--- src/rtl/arm_mc_pkg.sv ---
// Shared encodings for the multicycle ARM datapath: ALU ops, mux selects,
// flag positions and the immediate extender.
package arm_mc_pkg;

    typedef enum logic [1:0] {
        AluAdd = 2'b00,
        AluSub = 2'b01,
        AluAnd = 2'b10,
        AluOrr = 2'b11
    } alu_op_t;

    typedef enum logic [1:0] {
        ImmDp   = 2'b00,
        ImmMem  = 2'b01,
        ImmBr   = 2'b10,
        ImmZero = 2'b11
    } imm_src_t;

    typedef enum logic [1:0] {
        SrcAReg    = 2'b00,
        SrcAPc     = 2'b01,
        SrcAAluOut = 2'b10,
        SrcAZero   = 2'b11
    } alu_src_a_t;

    typedef enum logic [1:0] {
        SrcBReg  = 2'b00,
        SrcBImm  = 2'b01,
        SrcBFour = 2'b10,
        SrcBZero = 2'b11
    } alu_src_b_t;

    typedef enum logic [1:0] {
        ResAluOut    = 2'b00,
        ResData      = 2'b01,
        ResAluResult = 2'b10,
        ResZero      = 2'b11
    } result_src_t;

    localparam logic [3:0] PC_REG = 4'd15;

    localparam int unsigned FLAG_N = 3;
    localparam int unsigned FLAG_Z = 2;
    localparam int unsigned FLAG_C = 1;
    localparam int unsigned FLAG_V = 0;

    // Data-processing immediates ignore the rotate field; branch offsets are word-scaled.
    function automatic logic [31:0] extendImm(imm_src_t src, logic [23:0] imm);
        logic [31:0] ext;
        unique case (src)
            ImmDp:   ext = {24'd0, imm[7:0]};
            ImmMem:  ext = {20'd0, imm[11:0]};
            ImmBr:   ext = {{6{imm[23]}}, imm, 2'b00};
            default: ext = 32'd0;
        endcase
        return ext;
    endfunction

endpackage

--- src/rtl/arm_mc_datapath_if.sv ---
// Control word, feedback and memory port between controller and datapath.
interface arm_mc_datapath_if;
    logic        PCWrite;
    logic        RegWrite;
    logic        IRWrite;
    logic        AdrSrc;
    logic [1:0]  RegSrc;
    logic [1:0]  ALUSrcA;
    logic [1:0]  ALUSrcB;
    logic [1:0]  ResultSrc;
    logic [1:0]  ImmSrc;
    logic [1:0]  ALUControl;
    logic [31:0] ReadData;
    logic [31:0] Adr;
    logic [31:0] WriteData;
    logic [19:0] Instr;
    logic [3:0]  ALUFlags;

    modport master (
        output PCWrite, RegWrite, IRWrite, AdrSrc, RegSrc, ALUSrcA, ALUSrcB,
               ResultSrc, ImmSrc, ALUControl, ReadData,
        input  Adr, WriteData, Instr, ALUFlags
    );

    modport slave (
        input  PCWrite, RegWrite, IRWrite, AdrSrc, RegSrc, ALUSrcA, ALUSrcB,
               ResultSrc, ImmSrc, ALUControl, ReadData,
        output Adr, WriteData, Instr, ALUFlags
    );
endinterface

--- src/rtl/arm_regfile.sv ---
// 15-entry register file; R15 is supplied from outside and never stored.
module arm_regfile
    import arm_mc_pkg::*;
(
    input  logic        clk,
    input  logic        we3,
    input  logic [3:0]  ra1,
    input  logic [3:0]  ra2,
    input  logic [3:0]  wa3,
    input  logic [31:0] wd3,
    input  logic [31:0] r15,
    output logic [31:0] rd1,
    output logic [31:0] rd2
);
    logic [31:0] regs [0:14];

    // Synchronous write; writes aimed at R15 are dropped.
    always_ff @(posedge clk) begin
        if (we3 && (wa3 != PC_REG)) begin
            regs[wa3] <= wd3;
        end
    end

    // Asynchronous reads, R15 bypassed from the external value.
    always_comb begin
        rd1 = (ra1 == PC_REG) ? r15 : regs[ra1];
        rd2 = (ra2 == PC_REG) ? r15 : regs[ra2];
    end
endmodule

--- src/rtl/arm_mc_datapath.sv ---
// Multicycle ARM datapath: PC, IR, operand/result registers, extender, ALU and muxes.
module arm_mc_datapath
    import arm_mc_pkg::*;
(
    input  logic        clk,
    input  logic        reset,
    arm_mc_datapath_if.slave bus
);
    logic [31:0] pcQ, irQ, dataQ, aQ, bQ, aluOutQ;
    logic [31:0] rd1, rd2, extImm, srcA, srcB, srcBAdj, aluResult, result;
    logic [32:0] sum;
    logic [3:0]  ra1, ra2, aluFlags;
    logic        carry, overflow, isSub;

    alu_op_t     aluOp;
    alu_src_a_t  srcASel;
    alu_src_b_t  srcBSel;
    result_src_t resSel;

    assign aluOp   = alu_op_t'(bus.ALUControl);
    assign srcASel = alu_src_a_t'(bus.ALUSrcA);
    assign srcBSel = alu_src_b_t'(bus.ALUSrcB);
    assign resSel  = result_src_t'(bus.ResultSrc);

    // Architectural and pipeline-style holding registers; reset wins over any write enable.
    always_ff @(posedge clk) begin
        if (reset) begin
            pcQ     <= 32'd0;
            irQ     <= 32'd0;
            dataQ   <= 32'd0;
            aQ      <= 32'd0;
            bQ      <= 32'd0;
            aluOutQ <= 32'd0;
        end else begin
            if (bus.PCWrite) pcQ <= result;
            if (bus.IRWrite) irQ <= bus.ReadData;
            dataQ   <= bus.ReadData;
            aQ      <= rd1;
            bQ      <= rd2;
            aluOutQ <= aluResult;
        end
    end

    // Register-file address selection and immediate extension.
    always_comb begin
        ra1    = bus.RegSrc[0] ? PC_REG : irQ[19:16];
        ra2    = bus.RegSrc[1] ? irQ[15:12] : irQ[3:0];
        extImm = extendImm(imm_src_t'(bus.ImmSrc), irQ[23:0]);
    end

    arm_regfile uRegfile (
        .clk (clk),
        .we3 (bus.RegWrite && !reset),
        .ra1 (ra1),
        .ra2 (ra2),
        .wa3 (irQ[15:12]),
        .wd3 (result),
        .r15 (result),
        .rd1 (rd1),
        .rd2 (rd2)
    );

    // ALU source muxes, ALU and flag generation; SUB reuses the adder as A + ~B + 1.
    always_comb begin
        unique case (srcASel)
            SrcAReg:    srcA = aQ;
            SrcAPc:     srcA = pcQ;
            SrcAAluOut: srcA = aluOutQ;
            default:    srcA = 32'd0;
        endcase
        unique case (srcBSel)
            SrcBReg:  srcB = bQ;
            SrcBImm:  srcB = extImm;
            SrcBFour: srcB = 32'd4;
            default:  srcB = 32'd0;
        endcase

        isSub    = (aluOp == AluSub);
        srcBAdj  = isSub ? ~srcB : srcB;
        sum      = {1'b0, srcA} + {1'b0, srcBAdj} + {32'd0, isSub};
        carry    = 1'b0;
        overflow = 1'b0;

        unique case (aluOp)
            AluAdd, AluSub: begin
                aluResult = sum[31:0];
                carry     = sum[32];
                overflow  = (srcA[31] == srcBAdj[31]) && (sum[31] != srcA[31]);
            end
            AluAnd:  aluResult = srcA & srcB;
            default: aluResult = srcA | srcB;
        endcase

        aluFlags         = 4'd0;
        aluFlags[FLAG_N] = aluResult[31];
        aluFlags[FLAG_Z] = (aluResult == 32'd0);
        aluFlags[FLAG_C] = carry;
        aluFlags[FLAG_V] = overflow;
    end

    // Result mux feeding PC, register file, R15 reads and the memory address.
    always_comb begin
        unique case (resSel)
            ResAluOut:    result = aluOutQ;
            ResData:      result = dataQ;
            ResAluResult: result = aluResult;
            default:      result = 32'd0;
        endcase
    end

    assign bus.Adr       = bus.AdrSrc ? result : pcQ;
    assign bus.WriteData = bQ;
    assign bus.Instr     = irQ[31:12];
    assign bus.ALUFlags  = aluFlags;
endmodule
--- src/flat_wrapper.sv ---
// flat-port wrapper written by rule: the top's interface ports become plain ports
module arm_mc_datapath_flat import arm_mc_pkg::*;
  (clk, reset, bus_PCWrite, bus_RegWrite, bus_IRWrite, bus_AdrSrc, bus_RegSrc, bus_ALUSrcA, bus_ALUSrcB, bus_ResultSrc, bus_ImmSrc, bus_ALUControl, bus_ReadData, bus_Adr, bus_WriteData, bus_Instr, bus_ALUFlags);
  arm_mc_datapath_if bus_i ();
  input  logic clk;
  input  logic reset;
  input wire logic [$bits(bus_i.PCWrite)-1:0] bus_PCWrite;
  input wire logic [$bits(bus_i.RegWrite)-1:0] bus_RegWrite;
  input wire logic [$bits(bus_i.IRWrite)-1:0] bus_IRWrite;
  input wire logic [$bits(bus_i.AdrSrc)-1:0] bus_AdrSrc;
  input wire logic [$bits(bus_i.RegSrc)-1:0] bus_RegSrc;
  input wire logic [$bits(bus_i.ALUSrcA)-1:0] bus_ALUSrcA;
  input wire logic [$bits(bus_i.ALUSrcB)-1:0] bus_ALUSrcB;
  input wire logic [$bits(bus_i.ResultSrc)-1:0] bus_ResultSrc;
  input wire logic [$bits(bus_i.ImmSrc)-1:0] bus_ImmSrc;
  input wire logic [$bits(bus_i.ALUControl)-1:0] bus_ALUControl;
  input wire logic [$bits(bus_i.ReadData)-1:0] bus_ReadData;
  output wire logic [$bits(bus_i.Adr)-1:0] bus_Adr;
  output wire logic [$bits(bus_i.WriteData)-1:0] bus_WriteData;
  output wire logic [$bits(bus_i.Instr)-1:0] bus_Instr;
  output wire logic [$bits(bus_i.ALUFlags)-1:0] bus_ALUFlags;
  assign bus_i.PCWrite = bus_PCWrite;
  assign bus_i.RegWrite = bus_RegWrite;
  assign bus_i.IRWrite = bus_IRWrite;
  assign bus_i.AdrSrc = bus_AdrSrc;
  assign bus_i.RegSrc = bus_RegSrc;
  assign bus_i.ALUSrcA = bus_ALUSrcA;
  assign bus_i.ALUSrcB = bus_ALUSrcB;
  assign bus_i.ResultSrc = bus_ResultSrc;
  assign bus_i.ImmSrc = bus_ImmSrc;
  assign bus_i.ALUControl = bus_ALUControl;
  assign bus_i.ReadData = bus_ReadData;
  assign bus_Adr = bus_i.Adr;
  assign bus_WriteData = bus_i.WriteData;
  assign bus_Instr = bus_i.Instr;
  assign bus_ALUFlags = bus_i.ALUFlags;
  arm_mc_datapath u_core (.clk(clk), .reset(reset), .bus(bus_i));
endmodule
--- config.mk ---
export PLATFORM = sky130hd
export DESIGN_NAME = arm_mc_datapath_flat
export DESIGN_NICKNAME = d
export VERILOG_FILES = /design/src/rtl/arm_mc_pkg.sv /design/src/rtl/arm_mc_datapath_if.sv /design/src/rtl/arm_regfile.sv /design/src/rtl/arm_mc_datapath.sv /design/src/flat_wrapper.sv
export SDC_FILE = /design/constraint.sdc
export NUM_CORES = 1
export LEC_CHECK = 0
export ABC_AREA = 0
export CORE_ASPECT_RATIO = 1.2
export CORE_UTILIZATION = 45
export CTS_CLUSTER_DIAMETER = 80
export DETAILED_ROUTE_END_ITERATION = 8
export PLACE_DENSITY = 0.75
export SYNTH_ARGS = -nofsm -noshare
export SYNTH_HDL_FRONTEND = slang
export SYNTH_SLANG_ARGS = --single-unit
--- constraint.sdc ---
create_clock -name clk -period 5.55 [get_ports clk]
set_input_delay 0.8325 -clock clk [delete_from_list [all_inputs] [get_ports clk]]
set_output_delay 0.8325 -clock clk [all_outputs]
set_load 0.01 [all_outputs]
### Word-level counts from Yosys, hierarchy flattened

Memories as Yosys holds them, arrays and structs flattened.
Cells that the tools add are included.
Widths: inputs -> output; s select.

* $add $sub $neg: 2
* eq/ne operators: 15
* multiplexer cells: 15
* bitwise logic cells: 3
* reductions and logical operators: 11

Operator list (count)
* $pmux 32 s3: 4
* $mux 32: 4
* $pmux 32 s2: 1
* $add 32x32->33: 1
* $add 33x1->33: 1
* $and 32x32->32: 1
* $logic_not 32->1: 1
* $not 32->32: 1
* $or 32x32->32: 1
* $eq 2x1->1 const B: 5
* $eq 2x2->1 const B: 5
* $logic_not 2->1: 5
* $eq 4x4->1 const B: 2
* $mux 4: 2
* $mux 1: 4
* $ne 4x4->1 const B: 1
* $logic_and 1x1->1: 3
* $reduce_or 2->1: 1
* $eq 1x1->1: 1
* $logic_not 1->1: 1
* $ne 1x1->1: 1

* flip-flop bits (word level): 192
* memory bits (writable): 480
* input port bits: 50
* output and inout port bits: 88
* word-level logic and storage cells: 53
* memories kept: 1

Memory list
* u_core.uRegfile.regs: words 15, bits a word 32, rd ports 2, clocked after Yosys merged registers in 0, wr ports 1, RTL line arm_regfile.sv:15 `logic [31:0] regs [0:14];`

### Logic depth before layout (Yosys ltp)

Gate-level depths: netlist (run 1).

* word-level depth: 10
* gate-level depth with buffers: 20
* depth with buffers taken out: 15

### Cells and area by module

Synthesis (run 1) repeated with hierarchy kept, for this count alone.

* cell total of the unflattened synthesis: 2748
* area, all modules: 34129.0 um^2

Modules (own cells, without submodules)
* arm_regfile: times used 1, cells each 1419, area each 23169.7 um^2, seq. area each 14413.8 um^2
* arm_mc_datapath: times used 1, cells each 1329, area each 10959.3 um^2, seq. area each 3843.7 um^2

### Worst setup path before layout (run 1)

OpenSTA, ideal clock, no wires.

* path kind: input port to output port
* start point: input port bus_ALUControl[0]
* end point: output port bus_ALUFlags[2]
* data arrival time: 4.905 ns
* data required time: 4.718 ns
* path slack: -0.188 ns
* stages: 17
* buffers on the path: 3
* cell sequence: buf_6 -> nor2b_1 -> buf_6 -> inv_2 -> buf_1 -> xnor2_1 -> fa_1 -> a211oi_1 -> nor2_1 -> a211oi_1 -> o211ai_1 -> xor2_1 -> o21ai_0 -> nand3b_1 -> or3_1 -> or4_1 -> nor2_1

* word-level cells in the longest chain between the ends: 6

RTL lines
* start, declared: RTL line flat_wrapper.sv:16 `input wire logic [$bits(bus_i.ALUControl)-1:0] bus_ALUControl;`
* $eq 2x1->1: RTL line arm_mc_datapath.sv:78, arm_mc_datapath.sv:84
* $mux 32: RTL line arm_mc_datapath.sv:79 `srcBAdj = isSub ? ~srcB : srcB;`
* $add 32x32->33: RTL line arm_mc_datapath.sv:80 `sum = {1'b0, srcA} + {1'b0, srcBAdj} + {32'd0, isSub};`
* $add 33x1->33: RTL line arm_mc_datapath.sv:80
* $pmux 32 s2 *: RTL line arm_mc_datapath.sv:84 `unique case (aluOp)`
* $logic_not 32->1 *: RTL line arm_mc_datapath.sv:96 `aluFlags[FLAG_Z] = (aluResult == 32'd0);`
* end, declared: RTL line flat_wrapper.sv:21 `output wire logic [$bits(bus_i.ALUFlags)-1:0] bus_ALUFlags;`

Mark *: on every way between the ends. The rest lies on a longest branch, timed or not.

### Final worst setup path (run 1)

* start point: input port bus_ALUSrcB[1]
* end point: output port bus_ALUFlags[2]

* word-level cells in the longest chain between the ends: 8

RTL lines
* start, declared: RTL line flat_wrapper.sv:13 `input wire logic [$bits(bus_i.ALUSrcB)-1:0] bus_ALUSrcB;`
* $eq 2x2->1 (tied with other cells): RTL line arm_mc_datapath.sv:71 `unique case (srcBSel)`
* $pmux 32 s3 *: RTL line arm_mc_datapath.sv:71
* $not 32->32: RTL line arm_mc_datapath.sv:79
* $mux 32: RTL line arm_mc_datapath.sv:79
* $add 32x32->33: RTL line arm_mc_datapath.sv:80
* $add 33x1->33: RTL line arm_mc_datapath.sv:80
* $pmux 32 s2 *: RTL line arm_mc_datapath.sv:84
* $logic_not 32->1 *: RTL line arm_mc_datapath.sv:96

Marked as above.

==> summary.md, run 1 <==
| Metric | Value |
|---|---|
| Largest net degree at the start of global routing | `106` |
| Number of non-filler instances in the completed layout | `4606` |
| Clock tree from TritonCTS | `done` |
| Final layout net count | `3629` |
| Number of I/O port buffers | `137` |
| Routed vias | `about 29000` |
| Final Hold Violating Endpoints | `0` |
| Share of layout cells above drive strength 1 | `20.88%` |
| Tightest Hold Check Type | `register to register` |
| Final max-slew violation count | `0` |
| Worst Hold Margin | `499.3 ps` |
| Post-Place Cells | `between 4000 and 5000` |
| GRT Overall Usage | `29.18%` |
| Fraction of synthesis flops using an asynchronous set or reset pin | `0%` |
| Final setup violation count | `1` |
| Most common cell after layout, fill and taps aside | `nand2_1` |
| Actual slew at the worst max-slew pin | `1169 ps` |
| Failing checks | `negative setup slack` |
| Category of the most critical setup path | `input port to primary output` |
| H-tree Lvls | `2` |
| Critical path buffer and inverter count | `7` |
| Largest clock skew in the final design | `37.78 ps` |
| Cell Int Power | `8.853 mW` |
| Fraction of power consumed by the clock network | `33.8%` |
| Detailed-routing iteration count for the pre-antenna-repair pass | `7` |
| Portion of the post-synthesis area used by sequential elements | `between 50% and 60%` |
| Num ports | `138` |
| Multi-input gate area in the final layout | `15190 um^2` |
| Per-instance average area after synthesis | `10.50 um^2` |
| First-pass GRT wire length | `169900 um` |
| Count of flip-flops with a built-in enable after synthesis | `between 400 and 500` |
| Total of fill cells in the finished design | `6249` |
| Count of mapped cells out of synthesis | `3249` |
| Net Sw Power | `3.387 mW` |
| Post-route total power | `12.24 mW` |
| Number of nets in the synthesized netlist | `3331` |
| Register share of total power | `approximately 47%` |
| Combined flip-flop and latch cell area | `18270 um^2` |
| Cell Pwr Density | `295.7 nW/um^2` |
| Maximum vdd drop | `256.9 uV` |
| Clock slew at reported path FFs | `60 ps` |
| Sink count of the clock tree | `around 670` |
| Vias per cell | `6.242` |
| Skew-Pair Late Insertion Delay | `between 600 and 700 ps` |
| Average routed wire per standard cell | `25.02 um` |
| Data arrival time of the critical path | `4730 ps` |
| Leak | `15.16 nW` |
| Startpoint class of the critical path | `input port` |
| Switching part of the total power | `27.67%` |
| Combinational power share | `19.7%` |
| Outcome | `finished, violations left` |
| Worst slack at placement | `-1058 ps` |
| Commonest non-fill, non-tap cells in the layout | `481 x nand2_1, 480 x edfxtp_1, 359 x buf_4` |
| Layout Area Growth over Synthesis | `21.31%` |
| Critical Path Slowest Stage Cell | `or4_4` |
| Peak clock frequency supported by timing | `0.1796 GHz` |
| Synthesized flop and latch total | `between 600 and 700` |
| Die Area | `76940 um^2` |
| Residual antenna-violating net count after detailed routing | `0` |
| Core Region | `75010 um^2` |
| Clock root buffer | `clkbuf_16` |
| Starting density of the core | `45.49%` |
| RSZ-0062 raised after global routing | `yes` |
| Gp weighted congestion | `0.9909` |
| Post-CTS Hold Fix Bufs | `0` |
| Placed wire-length estimate after detailed placement | `73700 um` |
| Iteration-0 DRC Markers | `around 3700` |
| Number of max-cap violations | `0` |
| Clock buffer depth | `3` |
| Initial antenna violation count | `3` |
| Flip-flop cell with the highest count after synthesis | `edfxtp_1` |
| Critical-path maximum fanout | `9` |
| Clock period minus worst slack | `roughly 5600 ps` |
| Number of distinct library cell variants in the gate-level netlist after synthesis | `84` |
| Cell area after synthesis | `~34000 um^2` |
| Count of standard-cell rows | `110` |
| CTS Buf Count | `60` |
| Top delay family on crit path | `simple AND/OR/NAND/NOR gates` |
| Post-detailed-routing wire length | `115200 um` |
| Max-Slew Margin vs Limit | `21.98%` |
| Number of global-route vias before repair | `27834` |
| Endpoint class of the critical path | `primary output` |
| Height of the chip | `slightly above 300 um` |
| Critical path data required time | `4720 ps` |
| Die W | `~250 um` |
| Synth warnings | `0` |
| Number of remaining DRC errors | `0` |
| Cell Chain, Critical Path | `buf_4, buf_6, nor3b_4, buf_12, a222oi_1, buf_4, xnor2_1, ha_1, buf_4, nand4_1, a211oi_4, buf_6, o31ai_4, and2_1, o211ai_1, nand3b_1, or3_4, or4_4, nor2_4, buf_6` |
| Delay contributed by the slowest stage of the critical path | `550 ps` |
| Leftover overflow at the end of global routing | `0` |
| Post-route clock period utilization | `100.3%` |
| Final setup margin | `-17.29 ps` |
synthesized netlist by cell type, drive strengths merged, types with 5 or more instances:
cell type | n | area [um^2]
a21oi | 180 | 900.9
o21a | 13 | 97.59
mux2i | 157 | 1572
o21bai | 7 | 52.55
nand3b | 5 | 37.54
edfxtp | 480 | 14410
o21ai | 67 | 335.3
a21o | 16 | 120.1
and2 | 8 | 50.05
a31oi | 71 | 444.2
xnor2 | 38 | 332.8
inv | 53 | 198.9
a211oi | 131 | 996.0
nor2 | 277 | 1042
buf | 82 | 435.4
ha | 31 | 387.9
mux2 | 70 | 788.3
o211ai | 35 | 262.8
a22o | 12 | 106.4
and3 | 40 | 250.2
nand3 | 133 | 670.6
xor2 | 7 | 61.31
nand4 | 11 | 68.82
nand2b | 10 | 62.56
nor2b | 75 | 469.2
maj3 | 28 | 280.3
a311oi | 37 | 324.1
nor3 | 20 | 100.1
a22oi | 43 | 322.8
a311o | 31 | 310.3
o221ai | 67 | 586.8
mux4 | 32 | 720.7
a221oi | 34 | 315.3
nand2 | 485 | 1821
clkbuf | 211 | 792.0
dfxtp | 192 | 3844
power groups by stage:
stage	Clock, mW	Sequential [mW]	Combinational [mW]
after CTS	4.15	5.68	2.32
after floorplan	0	5.76	1.25
after global routing	4.35	5.70	2.56
after global placement	0	5.79	2.24
final	4.13	5.69	2.41
after detailed placement	0	5.79	2.25
flip-flops by register name (all words and copies together) (netlist names):
name and count:
u_core.uRegfile.regs 480, u_core.aQ 32, u_core.pcQ 32, u_core.bus.WriteData 32, u_core.dataQ 32, u_core.irQ 32, u_core.aluOutQ 32
cell families after synthesis:
family / Yosys count / synth area share [%]
flops: 672 / 53.51
compound gates: 773 / 16.03
fa+ha+maj: 60 / 2.017
mux: 259 / 9.028
xor+xnor: 45 / 1.155
simple gates: 1093 / 14.07
buf+inv: 347 / 4.191
final timing paths:
check	startpoint	endpoint	slack [ps]	cells after the start
max	bus_ALUSrcB[1]	bus_ALUFlags[2]	-20	20
min	u_core.pcQ[11]	u_core.pcQ[11]	500	2
max reg2reg	u_core.irQ[8]	u_core.uRegfile.regs[5][31]	1340	20
min reg2reg	u_core.pcQ[11]	u_core.pcQ[11]	500	2
stage by stage:
step           instance area [um^2]  util [%]  setup TNS [ps]
2_1_floorplan                 34130         -               0
3_3_place_gp                  38590     51.45          -19980
3_5_place_dp                  38590     51.45          -20800
4_1_cts                       41010     54.68          -212.2
5_1_grt                       41390     55.19          -183.8
6_report                      41390     55.19          -17.29
final cells by class:
type,count,share of cell area (%)
diodes,1,0.006045
clock buffers,85,4.138
clock inverters,27,0.5410
inverters,54,0.4957
multi-input cells,2230,36.69
flip-flops and latches,672,44.14
well taps,1008,3.047
repair buffers,529,10.94
routing by layer:
| layer | vias up | GRT usage (%) | share of wire (%) |
|---|---|---|---|
| met2 | 1862 | 47.71 | 47 |
| met3 | 439 | 5.054 | 10 |
| met5 | - | 0 | 0.011 |
| met1 | 13739 | 36.36 | 37 |
| li1 | 12708 | - | - |
| met4 | 2 | 16.39 | 6.0 |
what timing repair did:
item | CTS | global route
pin swaps | 37 | 51
hold endpoints to repair | 0 | 0
resized for setup | 164 | 82
setup buffers | 16 | 15
endpoints found under the setup margin | 32 | 28
gates cloned | 0 | 1
worst reg2reg max path: stages (launching register included):
cell	delay, ps
dfxtp_1	390
nand4b_1	140
a21oi_2	180
a31oi_1	90
xnor2_1	160
ha_1	380
buf_4	140
nand4_1	100
or2_2	340
nor2_1	120
o21ai_2	100
buf_4	170
a21boi_4	190
o21ai_2	100
buf_6	140
mux2i_4	190
buf_6	140
a311oi_2	240
a21oi_1	80
buf_4	200
inv_1	350
Note: power is estimated with default switching activity, not from simulation.
==> run 2: changes to the inputs <==
Settings changed: ABC_CLOCK_PERIOD_IN_PS set to 5550, CORE_MARGIN set to 8.
==> run 2 against run 1 <==
  * Cell count increased by 0.35%
  * Final area is 0.29% higher
  * Global-route usage down 2.9 points
  * Core utilization increased by 0.16 points
  * Highest routed layer unchanged
  * First-iteration DRC count grew 1.0%
  * The run still ends with negative setup slack left
  * Fmax fell by 2.1%
  * Clock power grew 2%
==> summary.md, run 2 (synthesized netlist as in run 1, its figures left out) <==
| Metric | Value |
|---|---|
| Average routed wire per standard cell | `25.23 um (was 25.02 um)` |
| Most flop-heavy register | `u_core.uRegfile.regs (unchanged)` |
| Number of remaining DRC errors | `0 (unchanged)` |
| GRT Overall Usage | `26.30% (was 29.18%)` |
| Placed wire-length estimate after detailed placement | `76510 um (was 73700 um)` |
| Register share of total power | `46.1% (was 46.5%)` |
| Critical Path Slowest Stage Cell | `or4_1 (was or4_4)` |
| Critical R2R Capture | `u_core.uRegfile.regs[0][16] (was u_core.uRegfile.regs[5][31])` |
| Worst slack at placement | `-1082 ps (was -1058 ps)` |
| RSZ-0062 raised after global routing | `yes (unchanged)` |
| Largest net degree at the start of global routing | `127 (was 106)` |
| Core Region | `75010 um^2 (unchanged)` |
| Post-detailed-routing wire length | `116600 um (was 115200 um)` |
| Post-layout util | `55.35% (was 55.19%)` |
| Clock buffer depth | `3 (unchanged)` |
| Detailed-routing iteration count for the pre-antenna-repair pass | `8 (was 7)` |
| Routed vias | `29193 (was 28750)` |
| Worst reg2reg path startpoint | `u_core.irQ[0] (was u_core.irQ[8])` |
| Number of global-route vias before repair | `28710 (was 27834)` |
| Logic depth of the worst path, buffers included | `21 (was 20)` |
| Skew-Pair Late Insertion Delay | `660 ps (about the same)` |
| Startpoint class of the critical path | `input port (unchanged)` |
| Layout Area Growth over Synthesis | `21.66% (was 21.31%)` |
| Commonest non-fill, non-tap cells in the layout | `481 x nand2_1, 480 x edfxtp_1, 376 x buf_4 (was 481 x nand2_1, 480 x edfxtp_1, 359 x buf_4)` |
| Met3 layer usage reported by global route | `4.950% (was 5.054%)` |
| Net Sw Power | `3.450 mW (was 3.387 mW)` |
| Vias per cell | `6.316 (was 6.242)` |
| Final max-slew violation count | `0 (unchanged)` |
| GR Layer Usage met2 | `43.64% (was 47.71%)` |
| Switching part of the total power | `27.94% (was 27.67%)` |
| Hold path startpoint | `u_core.pcQ[9] (was u_core.pcQ[11])` |
| Final setup margin | `-136.9 ps (was -17.29 ps)` |
| First-pass GRT wire length | `173100 um (was 169900 um)` |
| End point of the most critical hold path | `u_core.pcQ[9] (was u_core.pcQ[11])` |
| Initial antenna violation count | `2 (was 3)` |
| Residual antenna-violating net count after detailed routing | `0 (unchanged)` |
| Critical-path maximum fanout | `6 (was 9)` |
| Combined flip-flop and latch cell area | `18270 um^2 (unchanged)` |
| Met1 demand-to-capacity share in global routing | `31.62% (was 36.36%)` |
| Peak clock frequency supported by timing | `0.1758 GHz (was 0.1796 GHz)` |
| Tightest Hold Check Type | `register to register (unchanged)` |
| Max-Slew Margin vs Limit | `17.54% (was 21.98%)` |
| Gp weighted congestion | `0.9972 (was 0.9909)` |
| Number of I/O port buffers | `137 (unchanged)` |
| Endpoint class of the critical path | `primary output (unchanged)` |
| Combinational power share | `19.8% (was 19.7%)` |
| Starting density of the core | `45.49% (unchanged)` |
| Cell Pwr Density | `297.4 nW/um^2 (was 295.7 nW/um^2)` |
| Number of non-filler instances in the completed layout | `4622 (was 4606)` |
| H-tree Lvls | `2 (unchanged)` |
| Data arrival time of the critical path | `4850 ps (was 4730 ps)` |
| CTS Buf Count | `61 (was 60)` |
| Post-Place Cells | `4454 (was 4461)` |
| Critical path data required time | `4720 ps (about the same)` |
| Clock tree from TritonCTS | `done (unchanged)` |
| Multi-input gate area in the final layout | `15190 um^2 (about the same)` |
| Outcome | `finished, violations left (unchanged)` |
| Clock slew at reported path FFs | `70 ps (was 60 ps)` |
| Delay contributed by the slowest stage of the critical path | `530 ps (was 550 ps)` |
| Worst reg2reg setup slack | `980 ps (was 1340 ps)` |
| Leak | `15.22 nW (was 15.16 nW)` |
| Count of standard-cell rows | `110 (unchanged)` |
| Peak-usage layer in the global routing report | `met2 (unchanged)` |
| Sink count of the clock tree | `672 (unchanged)` |
| Final Hold Violating Endpoints | `0 (unchanged)` |
| Height of the chip | `317.7 um (was 303.7 um)` |
| Critical path buffer and inverter count | `7 (unchanged)` |
| Setup_tns | `-151.2 ps (was -17.29 ps)` |
| Worst reg2reg path depth | `23 (was 20)` |
| Final layout net count | `3644 (was 3629)` |
| Post-route clock period utilization | `102.5% (was 100.3%)` |
| Die Area | `84930 um^2 (was 76940 um^2)` |
| Final setup violation count | `2 (was 1)` |
| Number of cells on the worst hold path | `2 (unchanged)` |
| Num ports | `138 (unchanged)` |
| Failing checks | `negative setup slack (unchanged)` |
| Maximum vdd drop | `242.7 uV (was 256.9 uV)` |
| Most frequent cell on the critical path | `buf_4` |
| Post-CTS Hold Fix Bufs | `0 (unchanged)` |
| Top delay family on crit path | `simple AND/OR/NAND/NOR gates (unchanged)` |
| Flip-flop count of the largest register, all copies and words added | `480 (unchanged)` |
| Largest clock skew in the final design | `38.25 ps (was 37.78 ps)` |
| Die W | `267.4 um (was 253.4 um)` |
| Worst Hold Margin | `497.6 ps (was 499.3 ps)` |
| Iteration-0 DRC Markers | `3712 (was 3674)` |
| Layout Cell Area excl Fill | `41510 um^2 (was 41390 um^2)` |
| Fraction of power consumed by the clock network | `34.0% (was 33.8%)` |
| Leftover overflow at the end of global routing | `0 (unchanged)` |
| Post-place instance area | `38550 um^2 (was 38590 um^2)` |
| Cell Int Power | `8.896 mW (was 8.853 mW)` |
| Actual slew at the worst max-slew pin | `1230 ps (was 1169 ps)` |
| Post-route total power | `12.35 mW (was 12.24 mW)` |
| Category of the most critical setup path | `input port to primary output (unchanged)` |
| Most common cell after layout, fill and taps aside | `nand2_1 (unchanged)` |
| Cell Chain, Critical Path | `buf_8, buf_4, nor2_4, buf_4, nand2_1, nand2_2, xnor2_2, ha_1, buf_4, nand4_1, a211oi_4, buf_6, buf_6, o311ai_4, nand3_2, or3_4, a32oi_2, a21bo_1, or4_1, nor2_1, buf_2 (was buf_4, buf_6, nor3b_4, buf_12, a222oi_1, buf_4, xnor2_1, ha_1, buf_4, nand4_1, a211oi_4, buf_6, o31ai_4, and2_1, o211ai_1, nand3b_1, or3_4, or4_4, nor2_4, buf_6)` |
| Clock root buffer | `clkbuf_16 (unchanged)` |
| Number of max-cap violations | `0 (unchanged)` |
| Share of layout cells above drive strength 1 | `21.48% (was 20.88%)` |
| Clock period minus worst slack | `5687 ps (was 5567 ps)` |
| Total of fill cells in the finished design | `6224 (was 6249)` |
run 2: cell types whose count changed in the layout (fill, tap and decap cells not counted), moves of 4 or more:
cell           before  now
a21oi_1           147  152
a21oi_2            31   27
buf_2              10   16
buf_4             359  376
clkbuf_2            4    0
clkinv_2            5   10
clkinvlp_4          3    8
dlygate4sd2_1      20   13
o21ai_2             9   13
run 2: worst reg2reg max path, stage by stage (launching register included):
cell	delay [ps]
dfxtp_1	370
nor2b_1	310
a22o_2	230
a21oi_2	80
fa_2	420
a21o_1	220
a221oi_2	220
buf_4	150
a21oi_1	100
buf_4	170
a22oi_2	160
nand2_2	80
xor2_2	150
mux2i_2	120
buf_4	150
buf_4	130
a211oi_1	230
a21oi_1	110
buf_4	150
buf_4	120
buf_4	120
buf_4	120
buf_4	140
inv_1	310
run 2: worst max path at each step:
| stage | start | to |
|---|---|---|
| final | bus_ALUSrcB[0] | bus_ALUFlags[2] |
| after global routing | bus_ALUSrcB[0] | bus_ALUFlags[2] |
| after CTS | bus_ALUSrcB[1] | bus_ALUFlags[2] |
| after detailed placement | bus_ALUSrcB[1] | bus_ALUFlags[2] |
| after global placement | bus_ALUSrcB[1] | bus_ALUFlags[2] |
| after floorplan | bus_ALUSrcB[1] | bus_ALUFlags[2] |
run 2: final cells by class:
cell class,count,share of cell area [%]
sequential,672,44.01
timing repair buffer,543,11.08
clock inverter,36,0.7715
tap,1008,3.038
multi-input combinational,2230,36.60
inverter,54,0.4943
antenna,1,0.006028
clock buffer,78,4.002
run 2: power by group through the flow:
stage	clock (mW)	combinational (mW)	sequential, mW
6_report	4.20	2.45	5.69
5_1_grt	4.40	2.59	5.70
4_1_cts	4.23	2.34	5.69
3_5_place_dp	0	2.26	5.79
3_3_place_gp	0	2.25	5.79
2_1_floorplan	0	1.25	5.76
run 2: routing by layer:
metal / routed length, um / up-vias / share of wire, %
met5: 13 / - / 0.011
met1: 41510 / 13914 / 36
met4: 7619 / 2 / 6.5
li1: - / 12742 / -
met3: 11860 / 500 / 10
met2: 55590 / 2035 / 48
run 2: what timing repair did:
action,in CTS,in global routing
resized for setup,164,86
pin swaps,47,40
buffers inserted,44,12
endpoints found under the setup margin,32,30
